### config.mk
export PLATFORM = sky130hd
export DESIGN_NAME = bank_xbar_resp
export DESIGN_NICKNAME = d
export VERILOG_FILES = /design/src/rtl/bank_xbar_resp.sv
export SDC_FILE = /design/constraint.sdc
export NUM_CORES = 1
export LEC_CHECK = 0
export CAP_MARGIN = 5
export CORE_ASPECT_RATIO = 0.75
export CORE_MARGIN = 2
export CORE_UTILIZATION = 34
export CTS_CLUSTER_SIZE = 20
export DETAILED_ROUTE_END_ITERATION = 10
export GPL_TIMING_DRIVEN = 0
export PLACE_DENSITY_LB_ADDON = 0.05
export SETUP_SLACK_MARGIN = 0.4
export SLEW_MARGIN = 30
export SYNTH_ARGS = -nofsm -noshare
export SYNTH_HDL_FRONTEND = slang
export SYNTH_SLANG_ARGS = --single-unit
### constraint.sdc
create_clock -name clk_i -period 5.65 [get_ports clk_i]
set_clock_uncertainty 0.2 [all_clocks]
set_input_delay 1.13 -clock clk_i [delete_from_list [all_inputs] [get_ports clk_i]]
set_output_delay 1.13 -clock clk_i [all_outputs]
set_load 0.03 [all_outputs]
### src/rtl/bank_xbar_resp.sv
// bank_xbar_resp: bank-side endpoint that queues crossbar requests, drives the data array and returns tagged read data.
// Optional macro BANK_XBAR_RESP_BYPASS_EN: an issuable request arriving at an empty request FIFO goes to the array in its accept cycle.
module bank_xbar_resp #(
  parameter int REQ_DEPTH = 4,
  parameter int RTN_DEPTH = 4,
  parameter int RD_LAT    = 2
) (
  input  logic         clk_i,
  input  logic         rst_i,
  input  logic         xbar_bank_htu_valid_i,
  output logic         xbar_bank_htu_allowIn_o,
  input  logic [1:0]   xbar_bank_htu_ch_id_i,
  input  logic [1:0]   xbar_bank_htu_opcode_i,
  input  logic [27:0]  xbar_bank_htu_addr_i,
  input  logic [7:0]   xbar_bank_htu_wbuffer_id_i,
  output logic         arr_rd_valid_o,
  output logic [27:0]  arr_rd_addr_o,
  input  logic [127:0] arr_rd_data_i,
  output logic         arr_wr_valid_o,
  output logic [27:0]  arr_wr_addr_o,
  output logic [7:0]   arr_wr_wbuffer_id_o,
  output logic         bank_sc_xbar_valid_o,
  input  logic         bank_sc_xbar_allowIn_i,
  output logic [1:0]   bank_sc_xbar_ch_id_o,
  output logic [2:0]   bank_sc_xbar_rob_num_o,
  output logic [127:0] bank_sc_xbar_data_o
);
  localparam int RAW = $clog2(REQ_DEPTH);
  localparam int RCW = RAW + 1;
  localparam int TAW = $clog2(RTN_DEPTH);
  localparam int TCW = TAW + 1;

  typedef struct packed {
    logic        wr;
    logic [1:0]  ch;
    logic [2:0]  rob;
    logic [27:0] addr;
    logic [7:0]  wbid;
  } req_t;

  typedef struct packed {
    logic [1:0]   ch;
    logic [2:0]   rob;
    logic [127:0] data;
  } rtn_t;

  req_t           req_mem_q [REQ_DEPTH];
  logic [RAW-1:0] req_wp_q, req_rp_q;
  logic [RCW-1:0] req_cnt_q, req_cnt_d;
  logic           allow_q;
  logic [2:0]     seq_q [4];
  logic [TCW-1:0] inflight_q, inflight_d;
  logic [RD_LAT-1:0] pipe_vld_q;
  logic [1:0]     pipe_ch_q  [RD_LAT];
  logic [2:0]     pipe_rob_q [RD_LAT];
  rtn_t           rtn_mem_q [RTN_DEPTH];
  logic [TAW-1:0] rtn_wp_q, rtn_rp_q;
  logic [TCW-1:0] rtn_cnt_q, rtn_cnt_d;

  req_t in_req_s, head_s, iss_s;
  rtn_t rtn_head_s;
  logic accept_s, credit_s, iss_vld_s, bypass_s, push_s, pop_s;
  logic rd_iss_s, wr_iss_s, pipe_last_s, rtn_vld_s, rtn_pop_s;

  assign accept_s = xbar_bank_htu_valid_i && allow_q;
  assign in_req_s = {(xbar_bank_htu_opcode_i != 2'b00), xbar_bank_htu_ch_id_i,
                     seq_q[xbar_bank_htu_ch_id_i], xbar_bank_htu_addr_i,
                     xbar_bank_htu_wbuffer_id_i};
  assign head_s   = req_mem_q[req_rp_q];
  // Outstanding reads = in the array pipe plus parked in the return FIFO.
  assign credit_s = ({1'b0, inflight_q} + {1'b0, rtn_cnt_q}) < (TCW+1)'(RTN_DEPTH);

  // Issue selection: FIFO head in order, or the incoming request when bypass is built in.
  always_comb begin
    iss_s     = head_s;
    iss_vld_s = 1'b0;
    bypass_s  = 1'b0;
    if (req_cnt_q != '0) begin
      iss_s     = head_s;
      iss_vld_s = head_s.wr || credit_s;
    end
`ifdef BANK_XBAR_RESP_BYPASS_EN
    else if (accept_s && (in_req_s.wr || credit_s)) begin
      iss_s     = in_req_s;
      iss_vld_s = 1'b1;
      bypass_s  = 1'b1;
    end
`endif
    else begin
      iss_s     = head_s;
      iss_vld_s = 1'b0;
    end
  end

  assign pop_s       = iss_vld_s && !bypass_s;
  assign push_s      = accept_s && !bypass_s;
  assign rd_iss_s    = iss_vld_s && !iss_s.wr;
  assign wr_iss_s    = iss_vld_s && iss_s.wr;
  assign pipe_last_s = pipe_vld_q[RD_LAT-1];
  assign rtn_vld_s   = (rtn_cnt_q != '0);
  assign rtn_pop_s   = rtn_vld_s && bank_sc_xbar_allowIn_i;
  assign rtn_head_s  = rtn_mem_q[rtn_rp_q];

  assign req_cnt_d  = req_cnt_q + RCW'(push_s) - RCW'(pop_s);
  assign inflight_d = inflight_q + TCW'(rd_iss_s) - TCW'(pipe_last_s);
  assign rtn_cnt_d  = rtn_cnt_q + TCW'(pipe_last_s) - TCW'(rtn_pop_s);

  assign xbar_bank_htu_allowIn_o = allow_q;
  assign arr_rd_valid_o          = rd_iss_s;
  assign arr_rd_addr_o           = rd_iss_s ? iss_s.addr : 28'd0;
  assign arr_wr_valid_o          = wr_iss_s;
  assign arr_wr_addr_o           = wr_iss_s ? iss_s.addr : 28'd0;
  assign arr_wr_wbuffer_id_o     = wr_iss_s ? iss_s.wbid : 8'd0;
  assign bank_sc_xbar_valid_o    = rtn_vld_s;
  assign bank_sc_xbar_ch_id_o    = rtn_vld_s ? rtn_head_s.ch : 2'd0;
  assign bank_sc_xbar_rob_num_o  = rtn_vld_s ? rtn_head_s.rob : 3'd0;
  assign bank_sc_xbar_data_o     = rtn_vld_s ? rtn_head_s.data : 128'd0;

  // Control state: pointers, counters, sequence numbers, pipe valids.
  always_ff @(posedge clk_i) begin
    if (rst_i) begin
      req_wp_q   <= '0;
      req_rp_q   <= '0;
      req_cnt_q  <= '0;
      allow_q    <= 1'b0;
      inflight_q <= '0;
      pipe_vld_q <= '0;
      rtn_wp_q   <= '0;
      rtn_rp_q   <= '0;
      rtn_cnt_q  <= '0;
      for (int c = 0; c < 4; c++) seq_q[c] <= 3'd0;
    end else begin
      if (push_s) req_wp_q <= req_wp_q + RAW'(1);
      if (pop_s)  req_rp_q <= req_rp_q + RAW'(1);
      req_cnt_q  <= req_cnt_d;
      allow_q    <= (req_cnt_d < RCW'(REQ_DEPTH));
      inflight_q <= inflight_d;
      pipe_vld_q[0] <= rd_iss_s;
      for (int i = 1; i < RD_LAT; i++) pipe_vld_q[i] <= pipe_vld_q[i-1];
      if (pipe_last_s) rtn_wp_q <= rtn_wp_q + TAW'(1);
      if (rtn_pop_s)   rtn_rp_q <= rtn_rp_q + TAW'(1);
      rtn_cnt_q <= rtn_cnt_d;
      if (accept_s && !in_req_s.wr)
        seq_q[xbar_bank_htu_ch_id_i] <= seq_q[xbar_bank_htu_ch_id_i] + 3'd1;
    end
  end

  // Storage without reset; contents are qualified by the counters and pipe valids.
  always_ff @(posedge clk_i) begin
    if (push_s) req_mem_q[req_wp_q] <= in_req_s;
    pipe_ch_q[0]  <= iss_s.ch;
    pipe_rob_q[0] <= iss_s.rob;
    for (int i = 1; i < RD_LAT; i++) begin
      pipe_ch_q[i]  <= pipe_ch_q[i-1];
      pipe_rob_q[i] <= pipe_rob_q[i-1];
    end
    if (pipe_last_s)
      rtn_mem_q[rtn_wp_q] <= {pipe_ch_q[RD_LAT-1], pipe_rob_q[RD_LAT-1], arr_rd_data_i};
  end

endmodule

## After elaboration in Yosys (flattened, before gate mapping)

Memory sizes are Yosys's and may differ from the RTL's. A register that Yosys moved wholly into a read port is not among the register bits.
Index checks and enable logic that the tools add are counted.

- Multiplexer cells: 23
- Reduce and logical (&&, ||, !) cells: 12
- Add/sub/neg operators: 12
- Order comparisons: 2

Operators by type and width:

| operator | count |
|---|---|
| 128-bit 2-to-1 mux | 1 |
| 28-bit 2-to-1 mux | 2 |
| 2-bit 2-to-1 mux | 6 |
| 1-bit 2-to-1 mux | 11 |
| 3-bit by 1-bit adder with 3-bit output | 3 |
| 3-bit by 1-bit subtractor with 3-bit output | 3 |
| 2-bit by 1-bit adder with 2-bit output, second input constant | 4 |
| 8-bit 2-to-1 mux | 1 |
| 3-bit 2-to-1 mux | 2 |
| 3-bit nonzero test | 2 |
| 1-bit logical AND | 5 |
| 3-bit by 3-bit adder with 4-bit output | 1 |
| 4-bit by 3-bit less-than comparator with 1-bit output, second input constant | 1 |
| 3-bit by 1-bit adder with 3-bit output, second input constant | 1 |
| 3-bit less-than comparator, second input constant | 1 |
| 3-bit OR reduction | 1 |
| 1-bit logical NOT | 2 |
| 2-bit nonzero test | 1 |
| 1-bit logical OR | 1 |

- RAM bits: 722
- Memories kept: 5
- Input port bits: 172
- Logic and storage cells: 63
- Output and inout bits: 201
- Register bits: 20

Memory list:

| memory | words | bits a word | rd ports | clocked after memory_dff | write ports | RTL line | source |
|---|---|---|---|---|---|---|---|
| rtn_mem_q | 4 | 133 | 1 | 1 | 1 | 56 | `rtn_t rtn_mem_q [RTN_DEPTH];` |
| req_mem_q | 4 | 42 | 1 | 1 | 1 | 47 | `req_t req_mem_q [REQ_DEPTH];` |
| seq_q | 4 | 3 | 1 | 0 | 4 | 51 | `logic [2:0] seq_q [4];` |
| pipe_rob_q | 2 | 3 | 2 | 0 | 2 | 55 | `logic [2:0] pipe_rob_q [RD_LAT];` |
| pipe_ch_q | 2 | 2 | 2 | 0 | 2 | 54 | `logic [1:0] pipe_ch_q [RD_LAT];` |

## Depth between registers and ports, before layout

- Depth in word-level cells: 8
- Depth in mapped cells: 12
- Mapped depth without buffers: 12

## Worst setup path before layout

Ideal clock, no wire load.

- Path type: flip-flop to flip-flop
- Start: register rtn_wp_q[0]
- End: memory rtn_mem_q[0][0] (netlist bit) (enable)
- Clock period less this slack: 4.300 ns
- Library setup time: 0.508 ns
- Cell stages (with the launch flop): 4
- Data arrival time: 3.592 ns
- Data required time: 4.942 ns
- Slack: 1.350 ns
- Path buffers: 0
- Cells stage by stage: dfxtp_1 -> inv_1 -> ha_1 -> and2_1

RTL lines:

| element | RTL line | source |
|---|---|---|
| start, declared | 57 | `logic [TAW-1:0] rtn_wp_q, rtn_rp_q;` |
| start signal, assigned | 140 | `if (pipe_last_s) rtn_wp_q <= rtn_wp_q + TAW'(1);` |
| end, declared | 56 |  |

Straight into the memory's write port.

==> run_results.csv <==
group,metric,value,unit
clock_tree,cts_resized,0,
global_routing,antenna_found_initial,9,
sta,rsz0062_at_grt,"false",
die,die_y,254,um
die,die_area,86000,sq um
placement,place_ws,1.40,ns
clock_tree,cts_max_path_buffers,3,
sta,maxSlewViolCount,0,
worst_setup_path,path_max_fanout,10,
route,drc,0,
worst_setup_path,path_common_cell,"clkbuf_1",
placement,hpwl,43100,um
pwr,leakage,0.0116,uW
die,rows,91,
finish,final_cell_mix,"edfxtp_1, clkdlybuf4s50_1, mux4_2",
global_routing,grt.overflow.total,0,
finish,final_common_cell,"edfxtp_1",
worst_setup_path,crit_chain,"clkbuf_1 -> mux4_2 -> clkbuf_1 -> clkbuf_1 -> and3_1 -> clkdlybuf4s50_1",
sta,worst_slew_pin_slew,0.898,ns
synthesis,synthTopCellsByArea,"edfxtp_1, mux4_2, and2_1, dfxtp_1, and3_1",
flow_run,cap_violations,0,
route,drt-wirelength-per-cell,22.4,um
worst_setup_path,critPathLaunchType,"register",
pwr,ir_worst_vdd,0.277,mV
global_routing,grt_pass1_wl,96200,um
sta,max_freq,0.212,GHz
clock_tree,cts_tree,"built",
synthesis,syn-cell-area,28400,sq um
pwr,powerDensity,482,nW/um^2
sta,finalCriticalPeriod,4.73,ns
clock_tree,cts_root_buffer,"clkbuf_16",
route,first_pass_iters,5,
pwr,total_power,17600,uW
sta,whs,0.127,ns
sta,finalWorstSetupSlack,0.925,ns
route,postRouteWirelength,66500,um
route,drt_iter0_markers,897,
sta,setup_violations,0,
clock_tree,postCtsSetupBuffers,0,
die,initial_core_util,34.4,%
die,core_area,82500,sq um
route,antenna_left,0,
synthesis,yosysWarningCount,0,
clock_tree,clk_pin_slew,0.06,ns
worst_setup_path,critPathKind,"reg2out",
die,die_w,338,um
worst_hold_path,hp-class,"reg2reg",
global_routing,grt_pass1_vias,14600,
sta,max_slew_margin,40.2,%
clock_tree,cts_sinks,746,
synthesis,yosys.area.top_type,"edfxtp_1",
worst_setup_path,cp-end-kind,"output pin",
synthesis,syn_avg_cell_area,21.6,sq um
route,viasPerCell,4.72,
finish,synthToLayoutAreaGrowth,28.2,%
finish,fin_nets,1979,
finish,layout-drive-gt1-share,18.2,%
synthesis,yosysSeqAreaShare,77.6,%
global_routing,grt_max_degree,37,
route,via_count,14000,
clock_tree,cts_hold_buf,0,
placement,routabilityCongestion,0.704,
finish,stdcell_area,36500,sq um
worst_setup_path,max_stage_delay,0.69,ns
clock_tree,cts_max_level,3,
clock_tree,clk_latency,0.61,ns
worst_setup_path,cp_data_required_time,4.32,ns
sta,fin_crit_sh,83.6,%
global_routing,grt_util_all_layers,15.3,%
worst_setup_path,cp_slowest_cell,"clkdlybuf4s50_1",
synthesis,synth_cells,1315,
synthesis,yosys.area.top_type_share,75.2,%
worst_setup_path,arrival,3.40,ns
placement,postPlaceCellArea,34000,sq um
run_status,outcome,"finished, final reports clean",
placement,portBuffers,371,
sta,hold_violations,0,
clock_tree,numCtsBuffers,79,
synthesis,synth_cell_types,30,
synthesis,synth-seq-cells,746,
die,io_pins,373,
synthesis,syn_nets,1507,
## kinds of logic after synthesis
logic type | synth area share, %
and+or+nand+nor | 5.45
DFF | 77.6
buffers and inverters | 1.31
AOI/OAI and AO/OA | 0.233
muxes | 14.1
xor gates and xnor gates | 0.339
adders and majority gates | 0.959
## critical path: cells and delay by family (launching register included)
| kind | cells | cell delay [ns] |
|---|---|---|
| buf+inv | 4 | 1.87 |
| mux | 1 | 0.32 |
| flops | 1 | 0.31 |
| simple gates | 1 | 0.28 |
## final timing paths
check / end / slack [ns] / depth (start not counted) / from
max: arr_wr_addr_o[23] / 0.92 / 6 / register
min: pipe_ch_q[0][2] / 0.13 / 0 / pipe_ch_q[0][0]
max reg2reg: xbar_bank_htu_allowIn_o / 2.51 / 12 / register
min reg2reg: pipe_ch_q[0][2] / 0.13 / 0 / pipe_ch_q[0][0]
## Yosys cell counts, drive strengths merged
library cell / number
fa: 3
a31o: 1
nor3: 8
edfxtp: 712
nor2: 18
mux2i: 1
o21bai: 2
mux4: 178
dfxtp: 34
and2: 166
nand2: 7
o21ai: 2
ha: 17
xnor2: 8
or2: 1
inv: 17
or3: 5
xor2: 3
a21o: 1
nand3: 3
a21oi: 5
nor2b: 7
nor4: 2
nand2b: 2
and3: 40
buf: 30
clkbuf: 42
## stage by stage
stage,util [%],setup TNS (ns),std cells
4_1_cts,44.2,0,2963
3_5_place_dp,41.2,0,2822
3_3_place_gp,40.6,-950.51,2802
5_1_grt,44.2,0,2963
6_report,44.2,0,2964
2_1_floorplan,-,0,1315
## state kept, by name (all words and copies together), names as in the netlist, named ones only
register,cells
inflight_q,3
pipe_ch_q,4
pipe_rob_q,6
pipe_vld_q,2
req_cnt_q,3
req_mem_q,168
req_rp_q,2
req_wp_q,2
rtn_cnt_q,3
rtn_mem_q,532
rtn_rp_q,2
rtn_wp_q,2
seq_q,12
xbar_bank_htu_allowIn_o,1
## where the power goes
group | switching (uW) | leakage, uW | internal [uW]
sequential | 96.0 | 0.00671 | 6350
combinational | 3550 | 0.00375 | 2700
clock | 2060 | 0.00118 | 2830
## layout make-up
| class | count | area [sq um] |
|---|---|---|
| Fill cell | 7186 | 46100 |
| Sequential cell | 746 | 22100 |
| Multi-Input combinational cell | 480 | 6030 |
| Timing Repair Buffer | 391 | 4170 |
| Clock buffer | 100 | 2120 |
| Tap cell | 1116 | 1400 |
| Buffer | 72 | 310 |
| Clock inverter | 41 | 295 |
| Inverter | 17 | 63.8 |
| Antenna cell | 1 | 2.50 |
## per-layer routing
metal | track usage, % | vias to the layer above | part of all wire [%]
met1 | 21.0 | 7304 | 44
met3 | 3.68 | 97 | 5.7
met5 | 0 | - | 0.13
met2 | 24.7 | 318 | 48
li1 | - | 6258 | -
met4 | 4.11 | 12 | 1.9
Power figures use the tool's default switching activity.
